**src/rtl/task_arb_pkg.sv**
```systemverilog
// rtl/task_arb_pkg.sv - shared types and helpers for the task stream arbiter
package task_arb_pkg;

    typedef enum logic [1:0] {
        s_IDLE  = 2'd0,
        s_XFER  = 2'd1,
        s_FLUSH = 2'd2
    } task_arb_state_e;

    // Beat counter must be able to hold the value MAX_WORDS itself
    function automatic int cnt_width(input int max_words);
        return $clog2(max_words + 1);
    endfunction

endpackage

```
**src/rtl/task_rr_picker.sv**
```systemverilog
// rtl/task_rr_picker.sv - combinational round-robin pick from ptr+1 upward, wrapping
module task_rr_picker #(
    parameter int N     = 4,
    parameter int PTR_W = $clog2(N)
) (
    input  logic [N-1:0]     req,
    input  logic [PTR_W-1:0] ptr,
    output logic [N-1:0]     gnt,
    output logic             any
);

    logic [PTR_W-1:0] idx;
    logic             found;

    // First set request after the last winner gets the one-hot grant
    always_comb begin
        gnt   = '0;
        found = 1'b0;
        idx   = '0;
        for (int i = 1; i <= N; i++) begin
            idx = PTR_W'((int'(ptr) + i) % N);
            if (!found && req[idx]) begin
                gnt[idx] = 1'b1;
                found    = 1'b1;
            end
        end
        any = |req;
    end

endmodule

```
**src/rtl/task_stream_arbiter.sv**
```systemverilog
// rtl/task_stream_arbiter.sv - round-robin frame arbiter for one task stream; optional stall timeout via TASK_ARB_TIMEOUT_EN
module task_stream_arbiter
    import task_arb_pkg::*;
#(
    parameter int NUM_REQ        = 4,
    parameter int DATA_WIDTH     = 8,
    parameter int MAX_WORDS      = 243,
    parameter int TIMEOUT_CYCLES = 1024
) (
    input  logic                  i_clk,
    input  logic                  i_rst_n,
    input  logic [NUM_REQ-1:0]    i_req,
    input  logic                  i_tdata_valid,
    input  logic [DATA_WIDTH-1:0] i_tdata,
    input  logic                  i_tdata_last,
    output logic                  o_tready,
    output logic [NUM_REQ-1:0]    o_gnt,
    output logic [NUM_REQ-1:0]    o_tdata_valid,
    output logic [DATA_WIDTH-1:0] o_tdata,
    output logic [NUM_REQ-1:0]    o_tdata_last,
    output logic                  o_frame_err,
    output logic                  o_timeout
);

    localparam int PTR_W = $clog2(NUM_REQ);
    localparam int CNT_W = cnt_width(MAX_WORDS);

    localparam logic [1:0] ST_IDLE  = s_IDLE;
    localparam logic [1:0] ST_XFER  = s_XFER;
    localparam logic [1:0] ST_FLUSH = s_FLUSH;

    logic [1:0]         state_q, state_d;
    logic [NUM_REQ-1:0] gnt_q, gnt_d;
    logic [PTR_W-1:0]   gidx_q, gidx_d;
    logic [PTR_W-1:0]   ptr_q, ptr_d;
    logic [CNT_W-1:0]   cnt_q, cnt_d;
    logic               frame_err_q, frame_err_d;

    logic [NUM_REQ-1:0] pick;
    logic               pick_any;
    logic [PTR_W-1:0]   pick_idx;
    logic               tready;
    logic               beat;
    logic               cnt_full;
    logic               in_xfer;

    task_rr_picker #(
        .N     (NUM_REQ),
        .PTR_W (PTR_W)
    ) u_picker (
        .req (i_req),
        .ptr (ptr_q),
        .gnt (pick),
        .any (pick_any)
    );

    // Binary index of the picked requester, kept alongside the one-hot grant
    always_comb begin
        pick_idx = '0;
        for (int i = 0; i < NUM_REQ; i++) begin
            if (pick[i]) pick_idx = PTR_W'(i);
        end
    end

    // Upstream ready: follows the granted requester in XFER, always open while flushing
    always_comb begin
        tready = 1'b0;
        case (state_q)
            ST_XFER:  tready = i_req[gidx_q];
            ST_FLUSH: tready = 1'b1;
            default:  tready = 1'b0;
        endcase
    end

    assign beat     = i_tdata_valid & tready;
    assign cnt_full = (cnt_q == CNT_W'(MAX_WORDS - 1));
    assign in_xfer  = (state_q == ST_XFER);

    assign o_tready      = tready;
    assign o_gnt         = gnt_q;
    assign o_tdata       = i_tdata;
    assign o_tdata_valid = (in_xfer && beat) ? gnt_q : '0;
    assign o_tdata_last  = (in_xfer && beat && (i_tdata_last || cnt_full)) ? gnt_q : '0;
    assign o_frame_err   = frame_err_q;

`ifdef TASK_ARB_TIMEOUT_EN
    localparam int IDLE_W = $clog2(TIMEOUT_CYCLES + 1);
    logic [IDLE_W-1:0] idle_q, idle_d;
    logic              timeout_q, timeout_d;
    assign o_timeout = timeout_q;
`else
    assign o_timeout = 1'b0;
`endif

    // Frame sequencing: grant in IDLE, count beats in XFER, drain a truncated frame in FLUSH
    always_comb begin
        state_d     = state_q;
        gnt_d       = gnt_q;
        gidx_d      = gidx_q;
        ptr_d       = ptr_q;
        cnt_d       = cnt_q;
        frame_err_d = 1'b0;
`ifdef TASK_ARB_TIMEOUT_EN
        idle_d      = '0;
        timeout_d   = 1'b0;
`endif
        case (state_q)
            ST_IDLE: begin
                cnt_d = '0;
                if (pick_any) begin
                    gnt_d   = pick;
                    gidx_d  = pick_idx;
                    state_d = ST_XFER;
                end
            end
            ST_XFER: begin
                if (beat) begin
                    if (i_tdata_last) begin
                        state_d = ST_IDLE;
                        ptr_d   = gidx_q;
                        gnt_d   = '0;
                        cnt_d   = '0;
                    end else if (cnt_full) begin
                        state_d     = ST_FLUSH;
                        frame_err_d = 1'b1;
                        cnt_d       = '0;
                    end else begin
                        cnt_d = cnt_q + CNT_W'(1);
                    end
                end
`ifdef TASK_ARB_TIMEOUT_EN
                // Stall watchdog: abandon the frame once no beat has moved for too long
                else if (idle_q == IDLE_W'(TIMEOUT_CYCLES - 1)) begin
                    state_d   = ST_FLUSH;
                    timeout_d = 1'b1;
                    ptr_d     = gidx_q;
                    cnt_d     = '0;
                end else begin
                    idle_d = idle_q + IDLE_W'(1);
                end
`endif
            end
            ST_FLUSH: begin
                if (i_tdata_valid && i_tdata_last) begin
                    state_d = ST_IDLE;
                    ptr_d   = gidx_q;
                    gnt_d   = '0;
                end
            end
            default: begin
                state_d = ST_IDLE;
                gnt_d   = '0;
            end
        endcase
    end

    // State registers; reset hands first priority to requester 0
    always_ff @(posedge i_clk) begin
        if (!i_rst_n) begin
            state_q     <= ST_IDLE;
            gnt_q       <= '0;
            gidx_q      <= '0;
            ptr_q       <= PTR_W'(NUM_REQ - 1);
            cnt_q       <= '0;
            frame_err_q <= 1'b0;
`ifdef TASK_ARB_TIMEOUT_EN
            idle_q      <= '0;
            timeout_q   <= 1'b0;
`endif
        end else begin
            state_q     <= state_d;
            gnt_q       <= gnt_d;
            gidx_q      <= gidx_d;
            ptr_q       <= ptr_d;
            cnt_q       <= cnt_d;
            frame_err_q <= frame_err_d;
`ifdef TASK_ARB_TIMEOUT_EN
            idle_q      <= idle_d;
            timeout_q   <= timeout_d;
`endif
        end
    end

endmodule

```
**config.mk**
```make
export PLATFORM = sky130hd
export DESIGN_NAME = task_stream_arbiter
export DESIGN_NICKNAME = d
export VERILOG_FILES = /design/src/rtl/task_arb_pkg.sv /design/src/rtl/task_rr_picker.sv /design/src/rtl/task_stream_arbiter.sv
export SDC_FILE = /design/constraint.sdc
export NUM_CORES = 1
export LEC_CHECK = 0
export CAP_MARGIN = 5
export CORE_ASPECT_RATIO = 0.6
export CORE_UTILIZATION = 25
export CTS_BUF_LIST = sky130_fd_sc_hd__clkbuf_8
export DETAILED_ROUTE_END_ITERATION = 12
export PLACE_DENSITY_LB_ADDON = 0.1
export SETUP_SLACK_MARGIN = 0.15
export SKIP_LAST_GASP = 1
export SLEW_MARGIN = 5
export SYNTH_ARGS = -nofsm -noshare
export SYNTH_HDL_FRONTEND = slang
export SYNTH_SLANG_ARGS = --single-unit
```
**constraint.sdc**
```tcl
create_clock -name i_clk -period 3.85 [get_ports i_clk]
set_input_delay 0.77 -clock i_clk [delete_from_list [all_inputs] [get_ports i_clk]]
set_output_delay 0.77 -clock i_clk [all_outputs]
set_load 0.005 [all_outputs]
```
# Word level (Yosys, flattened, before mapping)
# Index checks and enable logic that the tools add are counted.
# totals
regBits	19
in_bits	16
output_inout_bits	23
elab_cells	110
# op_classes
n_addsub	5
bitwise	7
mux	51
n_lt_le_gt_ge	9
n_eq_ne	8
n_reduce_logical	24
# ops
cell	n
4-bit two-way mux	10
8-bit two-way mux	3
2-bit two-way mux	10
8-bit case mux with 2 select lines	1
2-bit by 3-bit less-than comparator with 1-bit output, second input constant	5
1-bit two-way mux	14
4-bit OR	3
4-bit case mux with 3 select lines	1
4-bit AND reduction	3
1-bit binary-select mux with 2-bit select	5
1-bit logical AND	10
8-bit by 1-bit adder with 8-bit output, second input constant	1
1-bit demux with 2-bit select	4
8-bit equality test, second input constant	1
2-bit by 1-bit >= comparator with 1-bit output, second input constant	4
2-bit inequality test, second input constant	4
4-bit OR reduction	2
2-bit case mux with 3 select lines	1
2-bit by 1-bit adder with 2-bit output, second input constant	2
2-bit adder, second input constant	2
2-bit case mux with 2 select lines	1
2-bit AND reduction	2
2-bit nonzero test	2
1-bit zero test	3
8 further kinds	10

# Logic depth before layout (Yosys ltp)
# Gate-level depths: netlist (run 1).
# depth
depth_word	16
depth_mapped	8

# Modules after synthesis
# Synthesis (run 1) repeated with hierarchy kept, for this count alone.
# hier_totals
hier_cells	178
hier_area_um2	1545.2
# modules_own_cells
mod	n_inst	cells_per_inst	area_per_inst_um2
task_stream_arbiter	1	139	1179.9
task_rr_picker	1	39	365.4

# Worst setup path before layout (run 1)
# OpenSTA, ideal clock, no wires.
# synth_timing
path_type	input port to output port
startpoint	input i_req[3]
endpoint	output o_tdata_last[0]
slack_ps	1161
arrival_time_ps	1919
cell_stages	5
path_cell_list	mux4_2 > o2111a_2 > buf_6 > o21a_1 > and2_1
# synth_between
elab_chain_cells	7
# synth_lines
element	line_no	source
start: declaration	task_stream_arbiter.sv:12	input logic [NUM_REQ-1:0] i_req,
1-bit binary-select mux with 2-bit select	task_stream_arbiter.sv:69	ST_XFER: tready = i_req[gidx_q];
1-bit two-way mux (implied by the code)	task_stream_arbiter.sv:69	
1-bit case mux with 2 select lines	task_stream_arbiter.sv:68	case (state_q)
1-bit AND	task_stream_arbiter.sv:75	assign beat = i_tdata_valid & tready;
1-bit logical AND (2 in series)	task_stream_arbiter.sv:83	assign o_tdata_last = (in_xfer && beat && (i_tdata_last || cnt_full)) ? gnt_q : '0;
4-bit two-way mux	task_stream_arbiter.sv:83	
end: declaration	task_stream_arbiter.sv:20	output logic [NUM_REQ-1:0] o_tdata_last,
# No other way between the ends. The select of a mux whose other input is x is not followed.

# Worst setup path after layout (run 1)
# layout_timing
startpoint	input i_req[3]
endpoint	output o_tdata_last[3]
# Same word-level chain as after synthesis.

==> impl_metrics.py, run 1 <==
metrics = {
    "timing": {
        "worst_pin_slew_ps": 619,
        "rsz0062_at_grt": "false",
        "period_minus_slack_ps": 3560,
        "finalSetupTns_ps": 0,
        "fin_crit_sh_pct": 92.4,
        "setup_viol": 0,
        "hold_viol_final": 0,
        "fmax_ghz": 0.281,
        "final.setup_skew_ps": 2.65,
        "maxSlewViolCount": 0,
        "maxSlewHeadroom_pct": 58.6,
    },
    "synth": {
        "synth.distinct_cells": 59,
        "syn-num-nets": 191,
        "netlist_area_mm2": 0.00151,
        "yosysWarnings": 0,
        "synth_common_cells": "dfxtp_1 (19), ha_1 (13), nand2_1 (10)",
        "synth-main-ff-cell": "dfxtp_1",
        "syn_inst": 162,
        "ys_seq_area_share_pct": 25.1,
        "synthArstFlopShare_pct": 0,
        "synth.top_cell.area_share_pct": 25.1,
        "synth-edff-count": 0,
        "avgSynthCellArea_um2": 9.34,
        "yosysMostFrequentCell": "dfxtp_1",
        "synth_area_leaders": "dfxtp_1 (25%), ha_1 (11%), buf_4 (4.5%)",
        "yosysTopAreaCell": "dfxtp_1",
        "synth-seq-cells": 19,
    },
    "routing": {
        "wirelength_um": 3720,
        "drc": 0,
        "dr.pass1.iters": 4,
        "routed_via_density": 4.79,
        "wire_per_inst_um": 14.3,
        "antenna_left": 0,
        "vias": 1246,
        "drtIter0Drc": 38,
    },
    "place": {
        "numPortBuffers": 21,
        "gp_congestion": 0.720,
        "hpwl_um": 3060,
    },
    "worst_setup_path": {
        "critPathKind": "input port to output port",
        "cp_slowest_cell": "mux4_2",
        "worst_path_largest_cell_delay_ps": 520,
        "crit_path_start_kind": "input port",
        "worst_path_most_repeated_cell": "clkdlybuf4s50_1",
        "crit_path_cell_trace": "clkdlybuf4s50_1 -> mux4_2 -> o2111a_2 -> o21a_1 -> and2_1 -> clkdlybuf4s50_1",
        "end_kind": "output port",
        "crit_fanout": 6,
        "cp_data_required_time_ps": 3080,
        "cp.arrival_ps": 2790,
    },
    "die": {
        "row_count": 21,
        "core_mm2": 0.00570,
        "design.die.area_mm2": 0.00638,
        "die_y_um": 62.3,
        "ios": 39,
        "initial_core_util_pct": 26.5,
        "die_w_um": 102,
    },
    "run_status": {
        "status": "finished clean",
    },
    "global_routing": {
        "antenna_found_initial": 0,
        "grt_pass1_wl_um": 6240,
        "grt_max_degree": 13,
        "grt_remaining_overflow": 0,
        "grt.total_usage_pct": 12.8,
        "grt_pass1_vias": 1195,
    },
    "power_and_ir_drop": {
        "leakagePower_nw": 0.677,
        "power.density_mw_per_mm2": 452,
        "peakVddDrop_v": 0.000138,
        "pwr-share-clk_pct": 16.3,
        "p_int_w": 0.000492,
        "sequentialPowerShare_pct": 34.4,
        "switching_power_w": 0.000331,
        "pwr-share-comb_pct": 49.3,
        "swShare_pct": 40.2,
    },
    "worst_hold_path": {
        "hold_path_class": "flop to flop",
    },
    "clocking": {
        "cts_resized": 0,
        "root_buffer": "clkbuf_8",
        "clock_latency_ps": 250,
        "cts_buffers": 3,
        "htree_levels": 1,
        "cts_setup_buffers": 0,
        "cts_tree": "yes",
        "clock_sinks": 19,
        "clock_path_buffers": 2,
        "cts_hold_buf": 0,
        "clkTransAtPathRegs_ps": 70,
    },
    "layout": {
        "area.growth.synth_to_final_pct": 20.2,
        "n_antenna_cell": 0,
        "fin_nets": 210,
        "finalCoreUtilization_pct": 31.9,
        "drive_gt1_share_pct": 14.4,
    },
    "flow_run": {
        "cap_viol_max_count": 0,
    },
}
==> worst max-delay path: cells and delay by family <==
kind,cells,cell delay [ps]
multiplexers,1,520
buffers and inverters,2,850
AO/OA/AOI/OAI,2,470
AND/OR/NAND/NOR,1,170
==> stage by stage <==
step | cell area [um^2] | total power [W] | instances | hold WS (ps) | worst slack (ps)
CTS | 1820 | 0.000828 | 260 | 484 | 278
finish | 1820 | 0.000822 | 260 | 485 | 293
detailed placement | 1770 | 0.000690 | 256 | 474 | 278
global route | 1820 | 0.000893 | 260 | 532 | 200
floorplan | 1510 | 0.000569 | 162 | 452 | 1160
global placement | 1770 | 0.000683 | 256 | 470 | 336
==> cell type report <==
type	instances	area (um^2)
Fill cell	587	3880
Multi-Input combinational cell	123	1010
Sequential cell	19	380
Timing Repair Buffer	26	248
Tap cell	80	100
Clock buffer	3	41.3
Inverter	8	30.0
Clock inverter	1	3.75
==> registers in the layout, indices dropped and copies added, names as in the netlist <==
register and cells:
gidx_q 2, o_frame_err 1, o_gnt 4, cnt_q 8, state_q 2, ptr_q 2
==> worst paths after layout <==
kind,start,to,slack (ps),cells past startpoint
worst min register to register,cnt_q[7],cnt_q[7],490,2
worst min-delay path,cnt_q[7],cnt_q[7],490,2
worst max register to register,ptr_q[0],gidx_q[0],1340,6
worst max-delay path,i_req[3],o_tdata_last[3],290,6
==> cell families (layout without fill, tap and decap cells) <==
logic type / Yosys count / count (layout) / share of synthesized area, %
and+or+nand+nor: 60 / 60 / 23.5
AOI/OAI and AO/OA: 37 / 37 / 21.5
buffers and inverters: 20 / 38 / 7.77
DFF: 19 / 19 / 25.1
adders and majority gates: 13 / 13 / 10.8
muxes: 7 / 7 / 8.19
xor gates and xnor gates: 5 / 5 / 2.89
other: 1 / 1 / 0.248
==> cells in the final DEF (no fill, tap or decap), types with 4 or more instances in the layout <==
cell type / count
inv_1: 9
dfxtp_1: 19
and2_1: 4
ha_1: 13
o21ai_0: 6
nand2_1: 10
and2_2: 5
nor2b_1: 7
buf_4: 5
xor2_1: 4
clkdlybuf4s50_1: 21
nor2_1: 9
nand3b_1: 5
==> per-layer routing <==
layer,GRT usage [%],part of all wire [%],up-vias
li1,-,-,622
met4,3.75,1.2,0
met1,20.3,58,598
met3,2.82,4.4,6
met5,0,0,-
met2,16.4,37,20
==> power groups by stage <==
stage	Clock, W	Sequential [W]	Combinational [W]
after floorplan	0	0.000270	0.000299
after global placement	0	0.000287	0.000396
after detailed placement	0	0.000289	0.000401
after CTS	0.000140	0.000284	0.000404
after global routing	0.000151	0.000292	0.000449
final	0.000134	0.000283	0.000406
No activity file was read; power rests on OpenSTA's default activity.
==> run 2: changes to the inputs <==
--- a/config.mk
+++ b/config.mk
@@ -9,6 +9,7 @@
 export CORE_ASPECT_RATIO = 0.6
 export CORE_UTILIZATION = 25
 export CTS_BUF_LIST = sky130_fd_sc_hd__clkbuf_8
+export CTS_CLUSTER_DIAMETER = 50
 export DETAILED_ROUTE_END_ITERATION = 12
 export PLACE_DENSITY_LB_ADDON = 0.1
 export SETUP_SLACK_MARGIN = 0.15
==> constraint.sdc (replaced) <==
create_clock -name i_clk -period 3 [get_ports i_clk]
set_input_delay 0.6 -clock i_clk [delete_from_list [all_inputs] [get_ports i_clk]]
set_output_delay 0.6 -clock i_clk [all_outputs]
set_load 0.005 [all_outputs]
==> run 2 against run 1 <==
Compared with the run above: flip-flop and latch count did not move; count of clock-buffer cells in the layout did not move; cell count rose by 3.8%.
==> impl_metrics.py, run 2 (synthesis results as in run 1) <==
metrics = {
    "global_routing": {
        "grt_pass1_wl_um": 6530,
        "grt_remaining_overflow": 0,
        "grt_max_degree": 12,
        "antenna_found_initial": 0,
        "grt_pass1_vias": 1289,
        "grt.total_usage_pct": 13.2,
    },
    "routing": {
        "wire_per_inst_um": 14.3,
        "antenna_left": 0,
        "drtIter0Drc": 56,
        "vias": 1307,
        "routed_via_density": 4.84,
        "dr.pass1.iters": 4,
        "drc": 0,
        "wirelength_um": 3870,
    },
    "clocking": {
        "htree_levels": 1,
        "clock_latency_ps": 260,
        "cts_hold_buf": 0,
        "clkTransAtPathRegs_ps": 80,
        "cts_buffers": 3,
        "clock_path_buffers": 2,
        "root_buffer": "clkbuf_8",
        "cts_tree": "yes",
        "clock_sinks": 19,
    },
    "timing": {
        "rsz0062_at_grt": "false",
        "fmax_ghz": 0.357,
        "whs_ps": 486,
        "final.setup_skew_ps": 6.57,
        "setup_ws_ps": 201,
        "setup_viol": 0,
        "maxSlewViolCount": 0,
        "fin_crit_sh_pct": 93.3,
        "period_minus_slack_ps": 2800,
        "hold_viol_final": 0,
    },
    "layout": {
        "fill_cells": 598,
        "fin_nets": 220,
        "area.growth.synth_to_final_pct": 23.9,
        "finalInstanceArea_mm2": 0.00187,
        "layoutNonFillerInstCount": 270,
        "regMostFlops": "cnt_q",
        "n_antenna_cell": 0,
        "multi_input_comb_area_mm2": 0.00102,
        "largest_reg_flops": 8,
        "drive_gt1_share_pct": 22.1,
        "most-common-layout-cells": "dfxtp_1 (19), buf_4 (14), ha_1 (13)",
        "seqCellArea_um2": 380,
        "final_common_cell": "dfxtp_1",
    },
    "flow_run": {
        "cap_viol_max_count": 0,
    },
    "worst_setup_path": {
        "worst_path_largest_cell_delay_ps": 490,
        "path_buf_inv": 4,
        "crit_path_cell_trace": "dlygate4sd2_1 -> mux4_2 -> o2111a_2 -> buf_6 -> buf_4 -> and2_2 -> buf_2",
        "crit_path_start_kind": "input port",
        "cp_data_required_time_ps": 2400,
        "cp.arrival_ps": 2200,
        "critPathTopFamily": "buffers and inverters",
        "cp_slowest_cell": "mux4_2",
        "crit_fanout": 4,
        "critPathKind": "input port to output port",
        "end_kind": "output port",
    },
    "power_and_ir_drop": {
        "pwr-share-clk_pct": 16.3,
        "sequentialPowerShare_pct": 31.0,
        "leakagePower_nw": 0.753,
        "power.density_mw_per_mm2": 599,
        "p_int_w": 0.000677,
        "switching_power_w": 0.000447,
        "peakVddDrop_v": 0.000235,
        "swShare_pct": 39.8,
        "pwr-share-comb_pct": 52.7,
    },
    "die": {
        "die_w_um": 102,
        "row_count": 21,
        "die_y_um": 62.3,
        "ios": 39,
        "core_mm2": 0.00570,
        "initial_core_util_pct": 26.5,
        "design.die.area_mm2": 0.00638,
    },
    "place": {
        "numPortBuffers": 21,
        "place_ws_ps": -299,
        "placed_cells": 262,
        "hpwl_um": 3100,
        "gp_congestion": 0.740,
        "place_area_mm2": 0.00182,
    },
    "worst_hold_path": {
        "hold_path_class": "flop to flop",
    },
    "run_status": {
        "status": "finished clean",
    },
}
==> run 2: changes by cell type in the layout (fill, tap and decap cells not counted), sizes merged <==
cell	before	now
buf	5	19
clkdlybuf4s15	0	3
clkdlybuf4s50	21	8
clkinv	0	1
dlygate4sd2	0	6
inv	9	8
==> run 2: worst reg2reg max path: cells and delay by family, from the launching register on <==
family	cells	cell delay [ps]
simple gates	1	240
mux	1	550
flops	1	410
compound gates	3	800
buf+inv	2	280
==> run 2: routing by layer <==
| metal | track usage [%] | wire (um) | up-vias |
|---|---|---|---|
| met5 | 0 | 0 | - |
| met4 | 3.04 | 33 | 0 |
| met3 | 3.15 | 208 | 8 |
| met2 | 18.9 | 1550 | 39 |
| met1 | 19.6 | 2080 | 618 |
| li1 | - | - | 642 |
==> run 2: per-stage QoR <==
stage / power, W / TNS, ps / utilization [%]
after detailed placement: 0.000928 / -1760 / 31.9
final: 0.00112 / 0 / 32.9
after global placement: 0.000916 / -1410 / 31.9
after global routing: 0.00121 / 0 / 32.9
after floorplan: 0.000731 / 0 / -
after CTS: 0.00113 / 0 / 32.8
==> run 2: path summary, 6_finish.rpt <==
| check | start | endpoint | slack (ps) | cells past startpoint |
|---|---|---|---|---|
| max | i_req[3] | o_tdata_valid[2] | 200 | 7 |
| min | cnt_q[7] | cnt_q[7] | 490 | 2 |
| max reg2reg | gidx_q[1] | cnt_q[1] | 660 | 7 |
| min reg2reg | cnt_q[7] | cnt_q[7] | 490 | 2 |
==> run 2: cell type report <==
| type | instances | share of cell area [%] |
|---|---|---|
| multi-input combinational | 123 | 54.3 |
| sequential | 19 | 20.3 |
| timing repair buffer | 36 | 16.0 |
| tap | 80 | 5.34 |
| clock buffer | 3 | 2.20 |
| inverter | 8 | 1.60 |
| clock inverter | 1 | 0.267 |
==> run 2: repair_timing <==
action / CTS / global route
gates resized for setup: 25 / 3
pin swaps: 1 / 2
setup buffers: 4 / 0
setup endpoints to repair: 9 / 7
==> run 2: power groups by stage <==
stage | sequential (W) | clock [W] | combinational [W]
2_1_floorplan | 0.000347 | 0 | 0.000384
3_3_place_gp | 0.000352 | 0 | 0.000564
3_5_place_dp | 0.000354 | 0 | 0.000574
4_1_cts | 0.000349 | 0.000190 | 0.000594
5_1_grt | 0.000357 | 0.000204 | 0.000651
6_report | 0.000349 | 0.000183 | 0.000592
